## src/rtl/i2c_drv_pkg.sv

```systemverilog
// Shared types and constants for the I2C master transaction driver.
// State encoding, error codes, RW bit values and byte count limits.
package i2c_drv_pkg;

   localparam int MAXLEN = 4;
   localparam logic [2:0] MAXLEN_L = 3'(MAXLEN);

   typedef enum logic [3:0] {
      IDLE,
      WSTART,
      WADDR,
      WREG,
      WDATA,
      RSTART,
      RADDR,
      RDATA,
      FIN
   } state_t;

   localparam logic [1:0] ERR_OK    = 2'b00;
   localparam logic [1:0] ERR_ANACK = 2'b01;
   localparam logic [1:0] ERR_DNACK = 2'b10;
   localparam logic [1:0] ERR_TMO   = 2'b11;

   localparam logic I2C_WR = 1'b0;
   localparam logic I2C_RD = 1'b1;

   // Oversized byte counts saturate at the data bus capacity.
   function automatic logic [2:0] clamp_len(input logic [2:0] l);
      return (l > MAXLEN_L) ? MAXLEN_L : l;
   endfunction

endpackage

```

## src/rtl/i2c_drv_watchdog.sv

```systemverilog
// Idle-handshake watchdog for the I2C master driver.
// Counts enabled cycles and flags when TIMEOUT cycles pass without a clear.
module i2c_drv_watchdog #(
   parameter logic [15:0] TIMEOUT = 16'd50000
) (
   input  logic clk,
   input  logic reset,
   input  logic clr,
   input  logic en,
   output logic tc
);

   logic [15:0] cnt;

   // Cycle counter, restarted by any handshake event.
   always_ff @(posedge clk or negedge reset) begin
      if (!reset) begin
         cnt <= '0;
      end else if (clr) begin
         cnt <= '0;
      end else if (en) begin
         cnt <= cnt + 16'd1;
      end
   end

   assign tc = en && !clr && (cnt >= TIMEOUT - 16'd1);

endmodule

```

## src/rtl/i2c_master_driver.sv

```systemverilog
// Register-level command sequencer on the user side of the I2C master core.
// Runs one write or write-then-read transaction pair per accepted command.
module i2c_master_driver
   import i2c_drv_pkg::*;
#(
   parameter logic [15:0] TIMEOUT = 16'd50000
) (
   input  logic                  clk,
   input  logic                  reset,
   input  logic                  cmd_valid,
   output logic                  cmd_ready,
   input  logic                  cmd_rw,
   input  logic [6:0]            cmd_dev,
   input  logic [7:0]            cmd_reg,
   input  logic [2:0]            cmd_len,
   input  logic [8*MAXLEN-1:0]   wr_data,
   output logic [8*MAXLEN-1:0]   rd_data,
   output logic                  done,
   output logic [1:0]            err,
   output logic                  start,
   input  logic                  ready,
   input  logic                  send,
   output logic [7:0]            datasend,
   input  logic                  sended,
   input  logic                  nack,
   input  logic                  receive,
   input  logic [7:0]            datareceive,
   input  logic                  received,
   output logic                  last
);

   state_t               state;
   logic                 rw_q;
   logic [6:0]           dev_q;
   logic [7:0]           reg_q;
   logic [2:0]           len_q;
   logic [8*MAXLEN-1:0]  wdat_q;
   logic [2:0]           k;
   logic [2:0]           next_k;
   logic                 last_k;
   logic                 tmo;
   logic                 wd_en;
   logic                 wd_clr;
   logic                 unused_in;

   // The byte phase flags carry no extra information for this sequencer.
   assign unused_in = send ^ receive;

   assign next_k = k + 3'd1;
   assign last_k = (k == len_q - 3'd1);
   assign wd_en  = (state != IDLE);
   assign wd_clr = !wd_en || start || sended || received || nack;

   i2c_drv_watchdog #(
      .TIMEOUT (TIMEOUT)
   ) u_wd (
      .clk   (clk),
      .reset (reset),
      .clr   (wd_clr),
      .en    (wd_en),
      .tc    (tmo)
   );

   // Command sequencer with registered core handshakes and status.
   always_ff @(posedge clk or negedge reset) begin
      if (!reset) begin
         state     <= IDLE;
         cmd_ready <= 1'b1;
         start     <= 1'b0;
         done      <= 1'b0;
         err       <= ERR_OK;
         last      <= 1'b0;
         datasend  <= 8'h00;
         rd_data   <= '0;
         rw_q      <= 1'b0;
         dev_q     <= 7'h00;
         reg_q     <= 8'h00;
         len_q     <= 3'd0;
         wdat_q    <= '0;
         k         <= 3'd0;
      end else begin
         start <= 1'b0;
         done  <= 1'b0;
         if (tmo) begin
            err   <= ERR_TMO;
            done  <= 1'b1;
            last  <= 1'b0;
            state <= IDLE;
         end else begin
            unique case (state)
               IDLE: begin
                  cmd_ready <= 1'b1;
                  if (cmd_valid && cmd_ready) begin
                     cmd_ready <= 1'b0;
                     rw_q      <= cmd_rw;
                     dev_q     <= cmd_dev;
                     reg_q     <= cmd_reg;
                     len_q     <= clamp_len(cmd_len);
                     wdat_q    <= wr_data;
                     err       <= ERR_OK;
                     k         <= 3'd0;
                     if (cmd_rw == I2C_RD) rd_data <= '0;
                     state     <= WSTART;
                  end
               end
               WSTART: begin
                  if (ready) begin
                     start    <= 1'b1;
                     datasend <= {dev_q, I2C_WR};
                     last     <= 1'b0;
                     state    <= WADDR;
                  end
               end
               WADDR: begin
                  if (nack) begin
                     err   <= ERR_ANACK;
                     last  <= 1'b0;
                     state <= FIN;
                  end else if (sended) begin
                     datasend <= reg_q;
                     last     <= (rw_q == I2C_RD) || (len_q == 3'd0);
                     state    <= WREG;
                  end
               end
               WREG: begin
                  if (nack) begin
                     err   <= ERR_DNACK;
                     last  <= 1'b0;
                     state <= FIN;
                  end else if (sended) begin
                     last <= 1'b0;
                     k    <= 3'd0;
                     if (len_q == 3'd0) begin
                        state <= FIN;
                     end else if (rw_q == I2C_RD) begin
                        state <= RSTART;
                     end else begin
                        datasend <= wdat_q[7:0];
                        last     <= (len_q == 3'd1);
                        state    <= WDATA;
                     end
                  end
               end
               WDATA: begin
                  if (nack) begin
                     err   <= ERR_DNACK;
                     last  <= 1'b0;
                     state <= FIN;
                  end else if (sended) begin
                     if (last_k) begin
                        last  <= 1'b0;
                        state <= FIN;
                     end else begin
                        k        <= next_k;
                        datasend <= wdat_q[{next_k[1:0], 3'b000} +: 8];
                        last     <= (next_k == len_q - 3'd1);
                     end
                  end
               end
               RSTART: begin
                  if (ready) begin
                     start    <= 1'b1;
                     datasend <= {dev_q, I2C_RD};
                     last     <= 1'b0;
                     state    <= RADDR;
                  end
               end
               RADDR: begin
                  if (nack) begin
                     err   <= ERR_ANACK;
                     last  <= 1'b0;
                     state <= FIN;
                  end else if (sended) begin
                     k     <= 3'd0;
                     last  <= (len_q == 3'd1);
                     state <= RDATA;
                  end
               end
               RDATA: begin
                  if (received) begin
                     rd_data[{k[1:0], 3'b000} +: 8] <= datareceive;
                     if (last_k) begin
                        last  <= 1'b0;
                        state <= FIN;
                     end else begin
                        k    <= next_k;
                        last <= (next_k == len_q - 3'd1);
                     end
                  end
               end
               FIN: begin
                  last <= 1'b0;
                  if (ready) begin
                     done  <= 1'b1;
                     state <= IDLE;
                  end
               end
               default: state <= IDLE;
            endcase
         end
      end
   end

endmodule

```

## config.mk

```make
export PLATFORM = sky130hd
export DESIGN_NAME = i2c_master_driver
export DESIGN_NICKNAME = d
export VERILOG_FILES = /design/src/rtl/i2c_drv_pkg.sv /design/src/rtl/i2c_drv_watchdog.sv /design/src/rtl/i2c_master_driver.sv
export SDC_FILE = /design/constraint.sdc
export NUM_CORES = 1
export LEC_CHECK = 0
export BUFFER_PORTS_ARGS = -buffer_cell sky130_fd_sc_hd__buf_4
export CAP_MARGIN = 20
export CORE_MARGIN = 3
export CORE_UTILIZATION = 45
export DETAILED_ROUTE_END_ITERATION = 10
export PLACE_DENSITY_LB_ADDON = 0.08
export SETUP_SLACK_MARGIN = 0.15
export SLEW_MARGIN = 20
export SYNTH_ARGS = -nofsm -noshare
export SYNTH_HDL_FRONTEND = slang
export SYNTH_HIERARCHICAL = 1
export SYNTH_SLANG_ARGS = --single-unit
```

## constraint.sdc

```tcl
create_clock -name clk -period 3.4 [get_ports clk]
set_input_delay 0.51 -clock clk [delete_from_list [all_inputs] [get_ports clk]]
set_output_delay 0.51 -clock clk [all_outputs]
set_load 0.01 [all_outputs]
```

### After elaboration in Yosys (flattened, before gate mapping)

Index checks and enable logic that the tools add are counted.

* output and inout port bits: 46
* logic and storage cells: 167
* register bits after elaboration: 120
* input bits: 68

* equal/unequal tests: 39
* shift-type cells: 3
* $lt $le $gt $ge: 2
* $add $sub $neg: 4
* mux-type cells: 72
* bitwise gates (word level): 1
* reduce and logical (&&, ||, !) cells: 31

Operator list (count)
* two-way mux 32 bit: 3
* two-way mux 8 bit: 11
* two-way mux 4 bit: 16
* one-hot mux 32 bit (2 select lines): 1
* one-hot mux 8 bit (5 select lines): 1
* one-hot mux 4 bit (9 select lines): 1
* bitwise mux 32 bit: 1
* two-way mux 16 bit: 2
* variable shift 8 x 7 -> 32 bit, first input constant: 1
* indexed part select 32 x 6 -> 8 bit: 1
* indexed part select 8 x 7 -> 32 bit: 1
* inequality test 2 bit, second input constant: 15
* two-way mux 3 bit: 8
* two-way mux 1 bit: 21
* adder 16 x 1 -> 16 bit, second input constant: 1
* == test 4 x 3 -> 1 bit, second input constant: 4
* greater-or-equal comparator 16 bit, second input constant: 1
* inequality test 4 bit, second input constant: 4
* inequality test 3 bit, second input constant: 5
* AND reduction 13 bit: 1
* one-hot mux 3 bit (4 select lines): 1
* nonzero test 4 bit: 3
* inequality test 3 x 1 -> 1 bit, second input constant: 3
* AND reduction 9 bit: 1
* other kinds (29): 45

### Depth between registers and ports, before layout

* word-level depth: 11
* gate-level depth with buffers: 14
* depth with buffers taken out: 12

### Hierarchy

Netlist, hierarchy kept.

By module, submodules not included
* i2c_master_driver: area an instance 5422.7 um^2, cells an instance 477, times used 1, seq. area each 2603.7 um^2
* i2c_drv_watchdog: area an instance 883.3 um^2, cells an instance 91, times used 1, seq. area each 400.4 um^2

### Worst setup path before layout

OpenSTA, ideal clock, no wires.

* kind: reg-to-reg
* start: register u_wd.cnt[0]
* end: register datasend[7]
* setup time: 0.125 ns
* arrival: 2.753 ns
* path slack: 0.522 ns
* path buffers: 1
* cell stages (with the launch flop): 11
* clock period less this slack: 2.878 ns
* required time: 3.275 ns
* cell sequence: dfrtp_1 -> ha_1 -> a311o_1 -> a211oi_1 -> nor3_1 -> or2_2 -> buf_2 -> a21oi_1 -> o311a_2 -> a21boi_4 -> mux2_2

* cells in the longest elaborated chain, start to end: 4

Ends and longest elaborated chain
* start: declaration: RTL line i2c_drv_watchdog.sv:13 `logic [15:0] cnt;`
* start signal: assignment: RTL line i2c_drv_watchdog.sv:22 `cnt <= cnt + 16'd1;`
* greater-or-equal comparator 16 bit: RTL line i2c_drv_watchdog.sv:26 `assign tc = en && !clr && (cnt >= TIMEOUT - 16'd1);`
* logical AND 1 bit: RTL line i2c_drv_watchdog.sv:26
* named net tmo: RTL line i2c_master_driver.sv:41 `logic tmo;`
* NOT 1 bit (no line)
* AND reduction 13 bit (no line)
* end signal: assignment: RTL line i2c_master_driver.sv:109 `datasend <= {dev_q, I2C_WR};`
* end signal: assignment: RTL line i2c_master_driver.sv:120 `datasend <= reg_q;`
* end signal: assignment: RTL line i2c_master_driver.sv:138 `datasend <= wdat_q[7:0];`
* end: declaration: RTL line i2c_master_driver.sv:23 `output logic [7:0] datasend,`

The timed path passes the listed nets, and every way through them passes these cells.
A chain may end at the register's enable or synchronous reset.

### Worst setup path in the final report

Ends and elaborated chain as after synthesis.

==> reports/qor.csv <==
metric,value,unit
clock.fmax,0.332,GHz
netlist_area,6310,um^2
layout_common_cells,"122 x buf_4, 119 x dfrtp_1, 50 x nand2_1",
cp_max_fo,8,
ys_seq_area_share,47.6,%
worst_slack,385,ps
start_kind,register,
gr-total-overflow,0,
yosys_warnings,6,
p_sw,2.36,mW
initial_utilization,46.9,%
core-area,13500,um^2
timing.rr.start,u_wd/cnt[0]$_DFFE_PN0P_,
final_util,59.5,%
routedWlPerCell,17.3,um
critPathSlowestCell,dfrtp_1,
p_per_area,882,nW/um^2
cp_num_buf_inv,0,
portBuffers,111,
seq_power_share,33.9,%
yosys_register_bits,120,
ant_nets,0,
n_antenna_cell,0,
relSlewSlack,41.0,%
synthToLayoutAreaGrowth,26.9,%
fin_nets,761,
via_per_inst,5.46,
outcome,"complete, no violations",
setup_viol,0,
pwr-share-clk,28.2,%
tritoncts,done,
netlist_instances,568,
crit_chain,"ha_1, a311o_1, a211oi_1, nor3_1, or2_2, a21oi_1, o311a_4, a21boi_4, mux2_2",
worstSetupPathType,reg -> reg,
globalplace.congestion,0.935,
grt_pass1_vias,5136,
antenna_found_initial,0,
drc,0,
io_pins,114,
hold_viol_final,0,
leakagePower,3.45,nW
avgSynthCellArea,11.1,um^2
switching_share,33.5,%
max-cap-violations,0,
drt_pre_antenna_iters,4,
clk_pin_slew,60,ps
period_minus_slack,3020,ps
finalCritPeriodShare,88.7,%
async_flop_share,100,%
grtUsageTotal,20.2,%
drt-initial-drc-count,333,
min_path_type,in -> async,
dpl.hpwl,10.9,mm
crit_family,compound AO/OA/AOI/OAI gates,
end_kind,register,
root_buffer,clkbuf_16,
drive_gt1_share,30.1,%
cp.arrival,3310,ps
p_int,4.69,mW
h-tree-depth,4,
cts_hold_buffers,0,
n_fill_cell,1173,
final_common_cell,buf_4,
ff_latch_area,3000,um^2
p_comb_share,37.9,%
clockBufferDepth,2,
irDropWorstVdd,0.490,mV
cts_buffers,17,
place_ws,309,ps
multi_input_area,2990,um^2
cts.sink_count,120,
placement_rows,42,
final_max_slew_viol_count,0,
timing.hold.ws,162,ps
vias,4771,
die_h,124,um
clk_latency,410,ps
critPathLaunch,u_wd/cnt[0]$_DFFE_PN0P_,
wl,15.1,mm
die_area,15500,um^2
synth_cell_types,71,
synth_edf_count,0,
die_w,124,um
path_depth,9,
worst_ep_required_time,3700,ps
grt_pass1_wl,25.4,mm
rr_worst_depth,9,
fin_setup_tns,0,ps
rsz0062_at_grt,false,
max_slew.worst_pin.slew,878,ps
skew,6.75,ps
synth_flop_cell,dfrtp_1,
critPathMaxStageDelay,430,ps
syn_nets,644,
grt_max_degree,62,
[timing repair]
action / 4_1_cts / 5_1_grt
resized for setup: 0 / 1
setup buffers: 0 / 4
setup endpoints to repair: 0 / 1
[power by group through the flow]
stage / combinational, mW / clock [mW] / sequential, mW
floorplan: 1.69 / 0 / 2.42
global placement: 2.57 / 0 / 2.41
detailed placement: 2.63 / 0 / 2.42
CTS: 2.65 / 2.03 / 2.41
global route: 2.97 / 2.09 / 2.47
finish: 2.67 / 1.99 / 2.39
[path summary, 6_finish.rpt]
check | end | slack [ps]
setup / recovery | datasend[7]$_DFFE_PN0P_ | 380
min in group clk | dev_q[6]$_DFFE_PN0P_ | 310
max in group asynchronous | cmd_ready$_DFFE_PN1P_ | 2420
setup reg to reg | datasend[7]$_DFFE_PN0P_ | 380
hold reg to reg | wdat_q[31]$_DFFE_PN0P_ | 480
hold / removal | rd_data[7]$_DFFE_PN0P_ | 160
[routing by layer]
metal	global-route usage, %	vias to the layer above	wire [um]
met2	33.8	127	7700
li1	-	2274	-
met4	7.93	0	235
met3	6.05	17	820
met5	0	-	0
met1	24.6	2353	6350
[cell families after synthesis]
logic type | Yosys count | share of synthesized area, %
flip-flops | 120 | 47.6
buffers and inverters | 72 | 5.26
multiplexers | 100 | 18.6
XOR/XNOR | 9 | 1.47
adder cells (fa/ha/maj) | 8 | 1.59
AND/OR/NAND/NOR | 159 | 13.9
AO/OA/AOI/OAI | 100 | 11.5
[flip-flops by register name, indices dropped and copies added, names as in the netlist, 4 cells and up]
signal and cells:
datasend 8, dev_q 7, rd_data 32, reg_q 8, state 4, u_wd/cnt 16
wdat_q 32
[area by class of cell]
cell class              instances  area share, %
clock buffers                  18           5.49
clock inverters                14           2.78
inverters                      46           2.16
multi-input cells             376           37.3
flip-flops and latches        120           37.5
well taps                     176           2.75
repair buffers                124           11.9
[worst register-to-register path, delay by kind of cell (launching register included)]
kind | cells | cell delay, ps
simple gates | 2 | 460
flops | 1 | 430
mux | 1 | 360
fa+ha+maj | 1 | 270
compound gates | 5 | 1390
[synth_stat cells, drive strengths merged (5+ instances only)]
| library cell | n | area (um^2) |
|---|---|---|
| nand4 | 8 | 80.1 |
| nor3 | 9 | 61.3 |
| nand2 | 50 | 188 |
| mux2i | 34 | 340 |
| o21a | 8 | 60.1 |
| nor2b | 9 | 56.3 |
| nand2b | 5 | 31.3 |
| a21oi | 23 | 160 |
| mux2 | 58 | 653 |
| nor2 | 29 | 109 |
| o21ai | 21 | 109 |
| nor4 | 7 | 56.3 |
| nand3 | 13 | 70.1 |
| and3 | 5 | 31.3 |
| buf | 17 | 125 |
| inv | 46 | 173 |
| ha | 8 | 100 |
| clkbuf | 9 | 33.8 |
| mux4 | 8 | 180 |
| o31ai | 5 | 37.5 |
| dfrtp | 119 | 2980 |
| o2111ai | 6 | 52.6 |
| xor2 | 6 | 52.6 |
| a22oi | 15 | 113 |
[per-stage QoR]
step	std cells	power [mW]	instance area, um^2
3_5_place_dp	838	5.06	7300
3_3_place_gp	838	4.97	7300
2_1_floorplan	568	4.11	6310
4_1_cts	870	7.08	7960
5_1_grt	874	7.53	8000
6_report	874	7.06	8000
Power figures use the tool's default switching activity.
